<file path="src/rtl/seq_divider.sv">
// rtl/seq_divider.sv - multi-cycle restoring divider, one quotient bit per clock (optional DIV_SIGNED_EN)
module seq_divider #(
    parameter int WIDTH = 8,
    parameter int CNT_W = $clog2(WIDTH) + 1
) (
    input  logic             clk,
    input  logic             rst_n,
    input  logic             in_valid,
    output logic             in_ready,
    input  logic [WIDTH-1:0] dividend,
    input  logic [WIDTH-1:0] divisor,
    output logic             out_valid,
    input  logic             out_ready,
    output logic [WIDTH-1:0] quotient,
    output logic [WIDTH-1:0] remainder,
    output logic             div_by_zero
);

    typedef enum logic [1:0] {
        S_IDLE = 2'd0,
        S_CALC = 2'd1,
        S_DONE = 2'd2
    } state_t;

    localparam logic [CNT_W-1:0] LAST_STEP = CNT_W'(WIDTH - 1);

    state_t           state_q, state_d;
    logic [CNT_W-1:0] cnt_q, cnt_d;
    logic [WIDTH-1:0] rem_q, rem_d;   // partial remainder
    logic [WIDTH-1:0] dvd_q, dvd_d;   // dividend shifting out, quotient shifting in
    logic [WIDTH-1:0] dsr_q, dsr_d;   // latched divisor (magnitude)
    logic [WIDTH-1:0] quo_q, quo_d;
    logic [WIDTH-1:0] rmd_q, rmd_d;
    logic             dbz_q, dbz_d;

    logic [WIDTH:0]   rem_shift;
    logic [WIDTH+1:0] trial;
    logic             trial_ok;
    logic [WIDTH-1:0] rem_step;
    logic [WIDTH-1:0] quo_step;
    logic [WIDTH-1:0] mag_a;
    logic [WIDTH-1:0] mag_b;
    logic [WIDTH-1:0] quo_final;
    logic [WIDTH-1:0] rmd_final;

`ifdef DIV_SIGNED_EN
    logic qneg_q, qneg_d;   // quotient must be negated on completion
    logic rneg_q, rneg_d;   // remainder follows the dividend sign
`endif

    // One restoring step: shift in the next dividend bit and try subtracting the divisor.
    // The trial is kept two bits wider so that the top two bits are 00 exactly when it fits.
    always_comb begin
        rem_shift = {rem_q, dvd_q[WIDTH-1]};
        trial     = {1'b0, rem_shift} - {2'b00, dsr_q};
        trial_ok  = (trial[WIDTH+1:WIDTH] == 2'b00);
        rem_step  = trial_ok ? trial[WIDTH-1:0] : rem_shift[WIDTH-1:0];
        quo_step  = {dvd_q[WIDTH-2:0], trial_ok};
    end

`ifdef DIV_SIGNED_EN
    // Operand magnitudes for the unsigned core and sign fixup of the final step's result.
    always_comb begin
        mag_a     = dividend[WIDTH-1] ? (~dividend + 1'b1) : dividend;
        mag_b     = divisor[WIDTH-1]  ? (~divisor + 1'b1)  : divisor;
        quo_final = qneg_q ? (~quo_step + 1'b1) : quo_step;
        rmd_final = rneg_q ? (~rem_step + 1'b1) : rem_step;
    end
`else
    // Unsigned build: operands and results pass straight through.
    always_comb begin
        mag_a     = dividend;
        mag_b     = divisor;
        quo_final = quo_step;
        rmd_final = rem_step;
    end
`endif

    // State and datapath registers with synchronous active-low reset.
    always_ff @(posedge clk) begin
        if (!rst_n) begin
            state_q <= S_IDLE;
            cnt_q   <= '0;
            rem_q   <= '0;
            dvd_q   <= '0;
            dsr_q   <= '0;
            quo_q   <= '0;
            rmd_q   <= '0;
            dbz_q   <= 1'b0;
`ifdef DIV_SIGNED_EN
            qneg_q  <= 1'b0;
            rneg_q  <= 1'b0;
`endif
        end else begin
            state_q <= state_d;
            cnt_q   <= cnt_d;
            rem_q   <= rem_d;
            dvd_q   <= dvd_d;
            dsr_q   <= dsr_d;
            quo_q   <= quo_d;
            rmd_q   <= rmd_d;
            dbz_q   <= dbz_d;
`ifdef DIV_SIGNED_EN
            qneg_q  <= qneg_d;
            rneg_q  <= rneg_d;
`endif
        end
    end

    // Next-state logic: accept in IDLE, iterate WIDTH steps in CALC, hold result in DONE.
    always_comb begin
        state_d = state_q;
        cnt_d   = cnt_q;
        rem_d   = rem_q;
        dvd_d   = dvd_q;
        dsr_d   = dsr_q;
        quo_d   = quo_q;
        rmd_d   = rmd_q;
        dbz_d   = dbz_q;
`ifdef DIV_SIGNED_EN
        qneg_d  = qneg_q;
        rneg_d  = rneg_q;
`endif
        case (state_q)
            S_IDLE: begin
                if (in_valid) begin
                    dvd_d = mag_a;
                    dsr_d = mag_b;
                    rem_d = '0;
                    cnt_d = '0;
`ifdef DIV_SIGNED_EN
                    qneg_d = dividend[WIDTH-1] ^ divisor[WIDTH-1];
                    rneg_d = dividend[WIDTH-1];
`endif
                    if (divisor == '0) begin
                        // Zero divisor skips the iteration entirely.
                        quo_d   = '1;
                        rmd_d   = dividend;
                        dbz_d   = 1'b1;
                        state_d = S_DONE;
                    end else begin
                        state_d = S_CALC;
                    end
                end
            end
            S_CALC: begin
                rem_d = rem_step;
                dvd_d = quo_step;
                cnt_d = cnt_q + 1'b1;
                if (cnt_q == LAST_STEP) begin
                    quo_d   = quo_final;
                    rmd_d   = rmd_final;
                    dbz_d   = 1'b0;
                    state_d = S_DONE;
                end
            end
            S_DONE: begin
                if (out_ready) begin
                    state_d = S_IDLE;
                end
            end
            default: begin
                state_d = S_IDLE;
            end
        endcase
    end

    assign in_ready    = (state_q == S_IDLE);
    assign out_valid   = (state_q == S_DONE);
    assign quotient    = quo_q;
    assign remainder   = rmd_q;
    assign div_by_zero = dbz_q;

endmodule

</file>
<file path="config.mk">
export PLATFORM = sky130hd
export DESIGN_NAME = seq_divider
export DESIGN_NICKNAME = d
export VERILOG_FILES = /design/src/rtl/seq_divider.sv
export SDC_FILE = /design/constraint.sdc
export NUM_CORES = 1
export LEC_CHECK = 0
export CORE_AREA = 2 2 85 87
export DETAILED_ROUTE_END_ITERATION = 8
export DIE_AREA = 0 0 87 89
export PLACE_DENSITY = 0.59
export SETUP_SLACK_MARGIN = 0.4
export SYNTH_ARGS = -nofsm -noshare
export SYNTH_HDL_FRONTEND = slang
export SYNTH_SLANG_ARGS = --single-unit
</file>
<file path="constraint.sdc">
create_clock -name clk -period 5 [get_ports clk]
set_input_delay 0.5 -clock clk [delete_from_list [all_inputs] [get_ports clk]]
set_output_delay 0.5 -clock clk [all_outputs]
set_load 0.01 [all_outputs]
</file>
After elaboration in Yosys (flattened, before gate mapping):

Index checks and enable logic that the tools add are counted.

* add/subtract/negate cells: 2
* eq/ne operators: 7
* muxes and demuxes: 24
* reductions and logical operators: 8

Operators by type and width (count)
* $mux W8: 9
* $pmux W8 S2: 4
* $sub A9 B8 Y10: 1
* $logic_not A8 Y1: 1
* $mux W2: 4
* $pmux W4 S2: 1
* $pmux W2 S3: 1
* $add A4 B1 Y4 const B: 1
* $eq A4 B3 Y1 const B: 1
* $logic_not A2 Y1: 2
* $mux W4: 1
* $ne A2 B1 Y1 const B: 2
* $ne A2 B2 Y1 const B: 2
* $reduce_and A2 Y1: 2
* $reduce_and A4 Y1: 1
* $mux W1: 3
* $reduce_and A3 Y1: 1
* $eq A2 B1 Y1 const B: 1
* $eq A2 B2 Y1 const B: 1
* $pmux W1 S2: 1
* $reduce_bool A2 Y1: 1

* register bits: 47
* input bits: 20
* output and inout port bits: 19
* word-level logic and storage cells: 49

Depth between registers and ports, before layout:

Gate-level depths: netlist (run 1).

* word-level depth: 5
* depth in mapped cells: 11
* depth with buffers taken out: 10

Worst setup path after synthesis (run 1):

No wires, ideal clock.

* kind: register to register
* from: register dvd_q[7]
* to: register rmd_q[5], in the netlist remainder[5]
* library setup time: 77 ps
* data arrival time: 2609 ps
* data required time: 4923 ps
* slack: 2315 ps
* cell stages (with the launch flop): 11
* path buffers: 0
* clock period less this slack: 2685 ps
* cells stage by stage: dfxtp_1 > inv_1 > ha_1 > inv_1 > fa_1 > a211oi_2 > nor3_1 > o31a_1 > or3_4 > or4b_4 > a41oi_2

* longest elaborated chain between the ends: 5

Ends and longest elaborated chain
* start: declaration: line 30 `logic [WIDTH-1:0] dvd_q, dvd_d;`
* start signal: assignment: line 98 `dvd_q <= dvd_d;`
* $sub A9 B8 Y10 (*): line 55 `trial = {1'b0, rem_shift} - {2'b00, dsr_q};`
* $logic_not A2 Y1: line 56 `trial_ok = (trial[WIDTH+1:WIDTH] == 2'b00);`
* $mux W8 (*): line 57 `rem_step = trial_ok ? trial[WIDTH-1:0] : rem_shift[WIDTH-1:0];`
* $mux W8 (*): line 150 `if (cnt_q == LAST_STEP) begin`
* $pmux W8 S2 (*): line 124 `case (state_q)`
* end signal: assignment: line 101 `rmd_q <= rmd_d;`
* end: declaration: line 33 `logic [WIDTH-1:0] rmd_q, rmd_d;`

Every way passes the cells marked *; elsewhere a longest branch is shown, timed or not. The select of a mux whose other input is x is not followed.
A chain may end at the register's enable or synchronous reset.

Worst setup path after layout (run 1):

Ends and elaborated chain as after synthesis.

==> impl_metrics.toml, run 1 <==
[floorplanning]
io_pins = 39
initial_core_util_pct = 34.6
core_um2 = 6720
die-area_um2 = 7740
placementRows = 30
die_h_um = 89
die_w_um = 87

[global_routing]
grt_pass1_wl_um = 9830
grtUsageMet2_pct = 25.5
grt_max_degree = 31
met3_usage_pct = 2.86
antenna_found_initial = 0
grt_usage_pct = 16.2
grt_overflow_total = 0
gr-usage-met1_pct = 21.9
busiest_layer = "met2"
grt_pass1_vias = 2019

[worst_setup_path]
reg2reg_from = "dvd_q[7]"
cp_data_arrival_time_ns = 3.25
start_kind = "flip-flop"
worstSetupEndpointType = "flip-flop"
regToRegSetupSlack_ns = 1.99
cp_max_fo = 12
setup.worst_path.class = "flip-flop to flip-flop"
reg2reg_depth = 10
endpoint = "remainder[5]"
r2r-end = "remainder[5]"
crit_start = "dvd_q[7]"
critPathRequiredTime_ns = 5.24

[synthesis]
ys_types = 42
synth-simple-area-share_pct = 22.5
avgSynthCellArea_um2 = 7.97
synth_fp_nets = 322
async_flop_share_pct = 0
synth-xor-area-share_pct = 1.88
synth_cells = 292
synth_ff_type = "dfxtp_1"
yosysTopAreaCell = "dfxtp_1"
yosysWarnings = 0
synth_area_leaders = "dfxtp_1 (40%), nand2_1 (9.8%), a21oi_1 (5.4%)"
ys_ff_latch = 47
synth_fa_ha_area_share_pct = 5.70
synth_top_family_by_area = "compound AO/OA/AOI/OAI gates"
synth_top_area_share_pct = 40.5
syn_area_um2 = 2330
muxShareOfSynthArea_pct = 1.72
synth_edf_count = 0
synth-compound-area-share_pct = 22.7
ys_seq_area_share_pct = 40.5

[layout]
area_growth_pct = 22.9
n_fill_cell = 691
layout_common_cells = "nand2_1 (61), dfxtp_1 (47), clkdlybuf4s50_1 (38), nor2_1 (25), a21oi_1 (24)"
drive_gt1_share_pct = 6.17
finalNonFillerCells = 404
diodes = 0
nNetsFinal = 353
final_common_cell = "nand2_1"
regArea_um2 = 941
multiInputGateArea_um2 = 1270

[sta]
maxSlewHeadroom_pct = 25.2
finalCriticalPeriod_ns = 3.01
drv_slew = 0
hold_violations = 0
tightest_slew_ns = 1.12
finalCritPeriodShare_pct = 60.2
fin_hold_ws_ns = 0.459
clock_skew_ns = 0.00932
fin_tns_setup_ns = 0
maxClockFrequency_mhz = 332
fin_ws_ns = 1.99
rsz0062_at_grt = "false"
setup_violations = 0

[placed_design]
place_inst = 396
numPortBuffers = 38
dp_hpwl_um = 4310
pre_cts_ws_ns = 1.90
place_congestion = 0.862

[pwr]
powerDensity_nw_per_um2 = 286
finalPower_mw = 0.817
vdd_drop_max_uv = 161
p_leak_nw = 1.03

[cts]
root_buffer = "clkbuf_8"
clock_latency_ns = 0.31
cts_tree = "built"
clkTransAtPathRegs_ns = 0.10
cts_made_buffers = 5
cts_htree_levels = 2
cts.sinks = 47
hold_buffers = 0
clockBufferDepth = 2
cts_resized = 0
post-cts-setup-buffers = 0

[detailed_routing]
vias = 2168
dr.pass1.iters = 5
via_per_inst = 5.37
wirelength_um = 5970
drc_errors = 0
ant_nets = 0
drt_iter0_drc = 107
avgRoutedWirePerCell_um = 14.8

[hold_path]
hold_path.class = "flip-flop to flip-flop"

[run]
drv_cap = 0

[status]
status = "finished clean"
-- logic make-up (layout without fill, tap and decap cells) --
logic type | after synthesis | count (layout)
buf+inv | 29 | 61
fa+ha+maj | 10 | 10
simple gates | 118 | 118
compound gates | 80 | 80
mux | 3 | 3
flops | 47 | 47
xor+xnor | 5 | 5
-- per-stage QoR --
| stage | util [%] | instance area, um2 |
|---|---|---|
| final | 42.5 | 2860 |
| after global routing | 42.5 | 2860 |
| after CTS | 42.5 | 2860 |
| after detailed placement | 41.1 | 2760 |
| after global placement | 41.1 | 2760 |
| after floorplan | - | 2330 |
-- synth_stat cells, types with 3 or more instances --
master and instances:
clkbuf_1 15, a311oi_1 8, nor3_1 3, nand2_1 61
nor2_1 25, nand2b_1 3, nor4_1 5, xor2_1 4
a31oi_1 9, a21oi_1 25, dfxtp_1 47, a211oi_1 10
nand3_1 10, ha_1 9, o21ai_0 13, inv_1 12
nor2b_1 3
-- layer usage --
layer | routed length, um | vias up | share of wire (%)
li1 | - | 1101 | -
met1 | 2920 | 1011 | 49
met2 | 2740 | 48 | 46
met3 | 204 | 8 | 3.4
met4 | 108 | 0 | 1.8
met5 | 0 | - | 0
-- worst max-delay path, cell delays in order, from the launching register on --
cell      delay, ns
dfxtp_1        0.34
inv_1          0.06
ha_1           0.15
inv_1          0.05
fa_1           0.43
a211oi_2       0.30
nor3_1         0.12
o31a_1         0.33
or3_4          0.47
or4b_4         0.52
a41oi_2        0.17
-- layout make-up --
type / count / area share, %
clock inverter: 2 / 0.482
timing repair buffer: 41 / 14.1
tap: 80 / 3.50
inverter: 12 / 1.58
clock buffer: 6 / 2.89
sequential: 47 / 32.9
multi-input combinational: 216 / 44.5
-- worst min-delay path by stage --
stage | slack [ns] | end | cells after the start | startpoint
floorplan | 0.44 | dsr_q[1] | 2 | dsr_q[1]
global placement | 0.44 | dsr_q[7] | 2 | dsr_q[7]
detailed placement | 0.45 | dsr_q[2] | 2 | dsr_q[2]
CTS | 0.46 | dsr_q[2] | 2 | dsr_q[2]
global route | 0.48 | dsr_q[7] | 2 | dsr_q[7]
finish | 0.46 | dsr_q[2] | 2 | dsr_q[2]
-- report_power, final --
group	internal [mW]	leakage, nW	switching, mW
registers	0.389	0.382	0.0103
logic	0.0670	0.598	0.0986
clock network	0.113	0.0516	0.138
total	0.570	1.03	0.247
-- sequential cells by signal (all words and copies together) (netlist names) --
| signal | cells |
|---|---|
| dsr_q | 8 |
| dvd_q | 8 |
| quotient | 8 |
| rem_q | 8 |
| remainder | 8 |
| cnt_q | 4 |
| state_q | 2 |
| div_by_zero | 1 |
No activity file was read; power rests on OpenSTA's default activity.
==> run 2, diff against run 1 <==
Settings changed: PLACE_DENSITY 0.59 to 0.61.
Clock period 5 ns to 2.4 ns, I/O delays scaled along.
==> impl_metrics.toml, run 2 (synthesized netlist as in run 1, its figures left out) <==
[cts]
cts_tree = "built"
clock_latency_ns = 0.31
clockBufferDepth = 2
cts.sinks = 47
hold_buffers = 0
root_buffer = "clkbuf_8"
cts_htree_levels = 2
clkTransAtPathRegs_ns = 0.09
cts_made_buffers = 5

[sta]
finalCriticalPeriod_ns = 2.67
hold_violations = 0
fin_ws_ns = -0.274
tightest_slew_ns = 0.630
setup_violations = 17
rsz0062_at_grt = "true"
drv_slew = 0
finalCritPeriodShare_pct = 111
clock_skew_ns = 0.0111
fin_hold_ws_ns = 0.457
maxSlewHeadroom_pct = 57.9
maxClockFrequency_mhz = 374

[layout]
nNetsFinal = 379
finalNonFillerCells = 430
multiInputGateArea_um2 = 1360
final_common_cell = "nand2_1"
layout_common_cells = "nand2_1 (61), dfxtp_1 (45), clkdlybuf4s50_1 (38), buf_4 (26), nor2_1 (25)"
diodes = 0
drive_gt1_share_pct = 16.9
area_growth_pct = 35.6
n_fill_cell = 636
regArea_um2 = 943

[floorplanning]
die_h_um = 89
core_um2 = 6720
io_pins = 39
die_w_um = 87
die-area_um2 = 7740
initial_core_util_pct = 34.6
placementRows = 30

[placed_design]
place_congestion = 0.821
place_inst = 417
dp_hpwl_um = 4510
pre_cts_ws_ns = -0.286
numPortBuffers = 38

[detailed_routing]
via_per_inst = 5.26
avgRoutedWirePerCell_um = 14.7
dr.pass1.iters = 4
ant_nets = 0
drt_iter0_drc = 148
vias = 2261
drc_errors = 0
wirelength_um = 6310

[worst_setup_path]
worstSetupEndpointType = "flip-flop"
cp_max_fo = 3
start_kind = "flip-flop"
critPathRequiredTime_ns = 2.64
setup.worst_path.class = "flip-flop to flip-flop"
cp_data_arrival_time_ns = 2.92
reg2reg_depth = 10

[global_routing]
antenna_found_initial = 0
grt_overflow_total = 0
grt_usage_pct = 17.1
grt_max_degree = 39
grt_pass1_vias = 2125
grt_pass1_wl_um = 10300

[pwr]
finalPower_mw = 1.80
p_leak_nw = 1.16
vdd_drop_max_uv = 246
powerDensity_nw_per_um2 = 569

[status]
violations = "negative setup slack"
status = "finished, violations left"

[hold_path]
holdPathStages = 2
hold_path.class = "flip-flop to flip-flop"

[run]
drv_cap = 0
==> run 2: worst paths after layout <==
check           start  slack, ns      endpoint
min          dsr_q[5]       0.46      dsr_q[5]
max reg2reg  dvd_q[7]      -0.27  remainder[5]
max          dvd_q[7]      -0.27  remainder[5]
min reg2reg  dsr_q[5]       0.46      dsr_q[5]
==> run 2: metrics by stage <==
step	area (um2)	utilization, %	TNS (ns)
floorplan	2380	-	-1.57
finish	3150	46.9	-3.26
detailed placement	2990	44.5	-2.90
global route	3150	46.9	-4.60
global placement	2990	44.5	-2.01
CTS	3110	46.3	-2.41
==> run 2: per-layer routing <==
layer | share of wire [%] | global-route usage, % | vias up
met1 | 49 | 23.4 | 1063
met3 | 3.2 | 3.60 | 8
met5 | 0 | 0 | -
met4 | 1.5 | 4.69 | 0
met2 | 47 | 27.2 | 42
li1 | - | - | 1148
==> run 2: critical path: stages, from the launching register on <==
cell      delay (ns)
dfxtp_2         0.33
inv_2           0.06
ha_4            0.13
inv_2           0.04
fa_2            0.36
a211oi_2        0.29
nor3_2          0.09
o31a_1          0.26
or3_4           0.39
or4b_4          0.50
a41oi_2         0.17
==> run 2: final cells by class <==
| type | count | share of cell area, % |
|---|---|---|
| Timing Repair Buffer | 67 | 19.6 |
| Clock inverter | 3 | 0.635 |
| Multi-Input combinational cell | 216 | 43.1 |
| Inverter | 12 | 1.43 |
| Clock buffer | 5 | 2.18 |
| Tap cell | 80 | 3.17 |
| Sequential cell | 47 | 29.9 |
==> run 2: repair_timing <==
item | 4_1_cts | 5_1_grt
setup buffers | 3 | 2
endpoints found under the setup margin | 18 | 18
resized for setup | 3 | 4
endpoints found under the hold margin | 0 | 0
pin swaps | 6 | 1
==> run 2: report_power, final <==
part | total [mW] | leakage, nW | switching (mW) | internal (mW)
sequential | 0.833 | 0.383 | 0.0216 | 0.811
combinational | 0.469 | 0.741 | 0.246 | 0.223
clock | 0.494 | 0.0402 | 0.290 | 0.203
total | 1.80 | 1.16 | 0.558 | 1.24
==> run 3, diff against run 2 <==
Settings changed: CORE_AREA 2 2 85 87 to 8 8 91 93, CTS_CLUSTER_SIZE set to 16, DIE_AREA 0 0 87 89 to 0 0 99 101.
==> impl_metrics.toml, run 3 (synthesized netlist as in run 1, its figures left out) <==
[layout]
stdcell_area_um2 = 3220
diodes = 0
layout_common_cells = "nand2_1 (61), dfxtp_1 (45), clkdlybuf4s50_1 (38), buf_4 (26), nor2_1 (25)"
regArea_um2 = 943
multiInputGateArea_um2 = 1370
n_fill_cell = 677
finalNonFillerCells = 432
nNetsFinal = 379
final_common_cell = "nand2_1"
area_growth_pct = 38.2
drive_gt1_share_pct = 17.1

[cts]
clockBufferDepth = 2
cts_htree_levels = 2
cts_tree = "built"
cts.sinks = 47
clock_latency_ns = 0.30
hold_buffers = 0
root_buffer = "clkbuf_8"
cts_made_buffers = 5
clkTransAtPathRegs_ns = 0.09

[worst_setup_path]
slowest_stage = "or4b_4"
crit_chain = "inv_2, ha_4, inv_2, fa_2, a211oi_4, nor3_2, o31a_1, or3_4, or4b_4, a41oi_2"
worstSetupEndpointType = "flip-flop"
cp_data_arrival_time_ns = 2.86
start_kind = "flip-flop"
path_common_cell = "inv_2"
setup.worst_path.class = "flip-flop to flip-flop"
max_stage_delay_ns = 0.50
critPathRequiredTime_ns = 2.63
cp_max_fo = 4

[status]
status = "finished, violations left"
violations = "negative setup slack"

[floorplanning]
io_pins = 39
die-area_um2 = 10000
placementRows = 31
die_h_um = 101
core_um2 = 6940
initial_core_util_pct = 33.5
die_w_um = 99

[sta]
maxClockFrequency_mhz = 381
clock_skew_ns = 0.0103
finalCritPeriodShare_pct = 109
fin_tns_setup_ns = -2.51
drv_slew = 0
rsz0062_at_grt = "true"
fin_ws_ns = -0.225
setup_violations = 16
tightest_slew_ns = 0.624
finalCriticalPeriod_ns = 2.63
hold_violations = 0
maxSlewHeadroom_pct = 58.3
fin_hold_ws_ns = 0.459

[detailed_routing]
drt_iter0_drc = 125
via_per_inst = 5.24
ant_nets = 0
drc_errors = 0
vias = 2265
dr.pass1.iters = 4
avgRoutedWirePerCell_um = 15.2
wirelength_um = 6580

[pwr]
powerDensity_nw_per_um2 = 630
vdd_drop_max_uv = 366
p_leak_nw = 1.19

[run]
drv_cap = 0

[global_routing]
grt_max_degree = 39
antenna_found_initial = 0
grt_pass1_vias = 2232
grt_pass1_wl_um = 10800
grt_overflow_total = 0
grt_usage_pct = 13.4

[hold_path]
hold_path.class = "flip-flop to flip-flop"

[placed_design]
numPortBuffers = 38
place_inst = 421
dp_hpwl_um = 4780
dpl_cell_area_um2 = 3010
place_congestion = 0.792
[run 3: final cells by class]
cell class	count	share of cell area [%]
clock inverter	3	2.22
timing repair buffer	67	19.2
clock buffer	5	2.14
inverter	12	1.40
multi-input combinational	216	42.5
tap	82	3.19
sequential	47	29.3
[run 3: power by group]
part           switching (mW)  internal, mW
combinational           0.253         0.223
clock                   0.293         0.423
sequential             0.0227         0.811
total                   0.569          1.46
[run 3: worst max-delay path: cells and delay by family, from the launching register on]
kind	cells	cell delay (ns)
flip-flops	1	0.33
AO/OA/AOI/OAI	3	0.63
buffers and inverters	2	0.10
AND/OR/NAND/NOR	3	0.99
adder cells (fa/ha/maj)	2	0.51
[run 3: repair_timing]
item                       CTS  global route
pin swaps                    8             3
cloned                       0             0
resized for setup            5             6
setup endpoints to repair   18            18
setup buffers                2             1
[run 3: final timing paths]
check	from	to	slack, ns	cells past startpoint
worst max register to register	dvd_q[7]	remainder[5]	-0.23	10
worst max-delay path	dvd_q[7]	remainder[5]	-0.23	10
worst min-delay path	dsr_q[6]	dsr_q[6]	0.46	2
worst min register to register	dsr_q[6]	dsr_q[6]	0.46	2
[run 3: per-stage QoR]
step	power (mW)	setup WS [ns]	util, %
after CTS	2.02	-0.219	45.8
after global placement	1.28	-0.215	43.3
after detailed placement	1.28	-0.282	43.3
final	2.03	-0.225	46.3
after floorplan	1.11	-0.213	-
after global routing	2.12	-0.328	46.3
[run 3: routing by layer]
layer	GRT usage (%)	vias up	wire, um
met2	23.6	57	3300
met5	0	-	0
met4	4.84	0	93
li1	-	1149	-
met1	15.7	1053	2850
met3	2.56	6	335
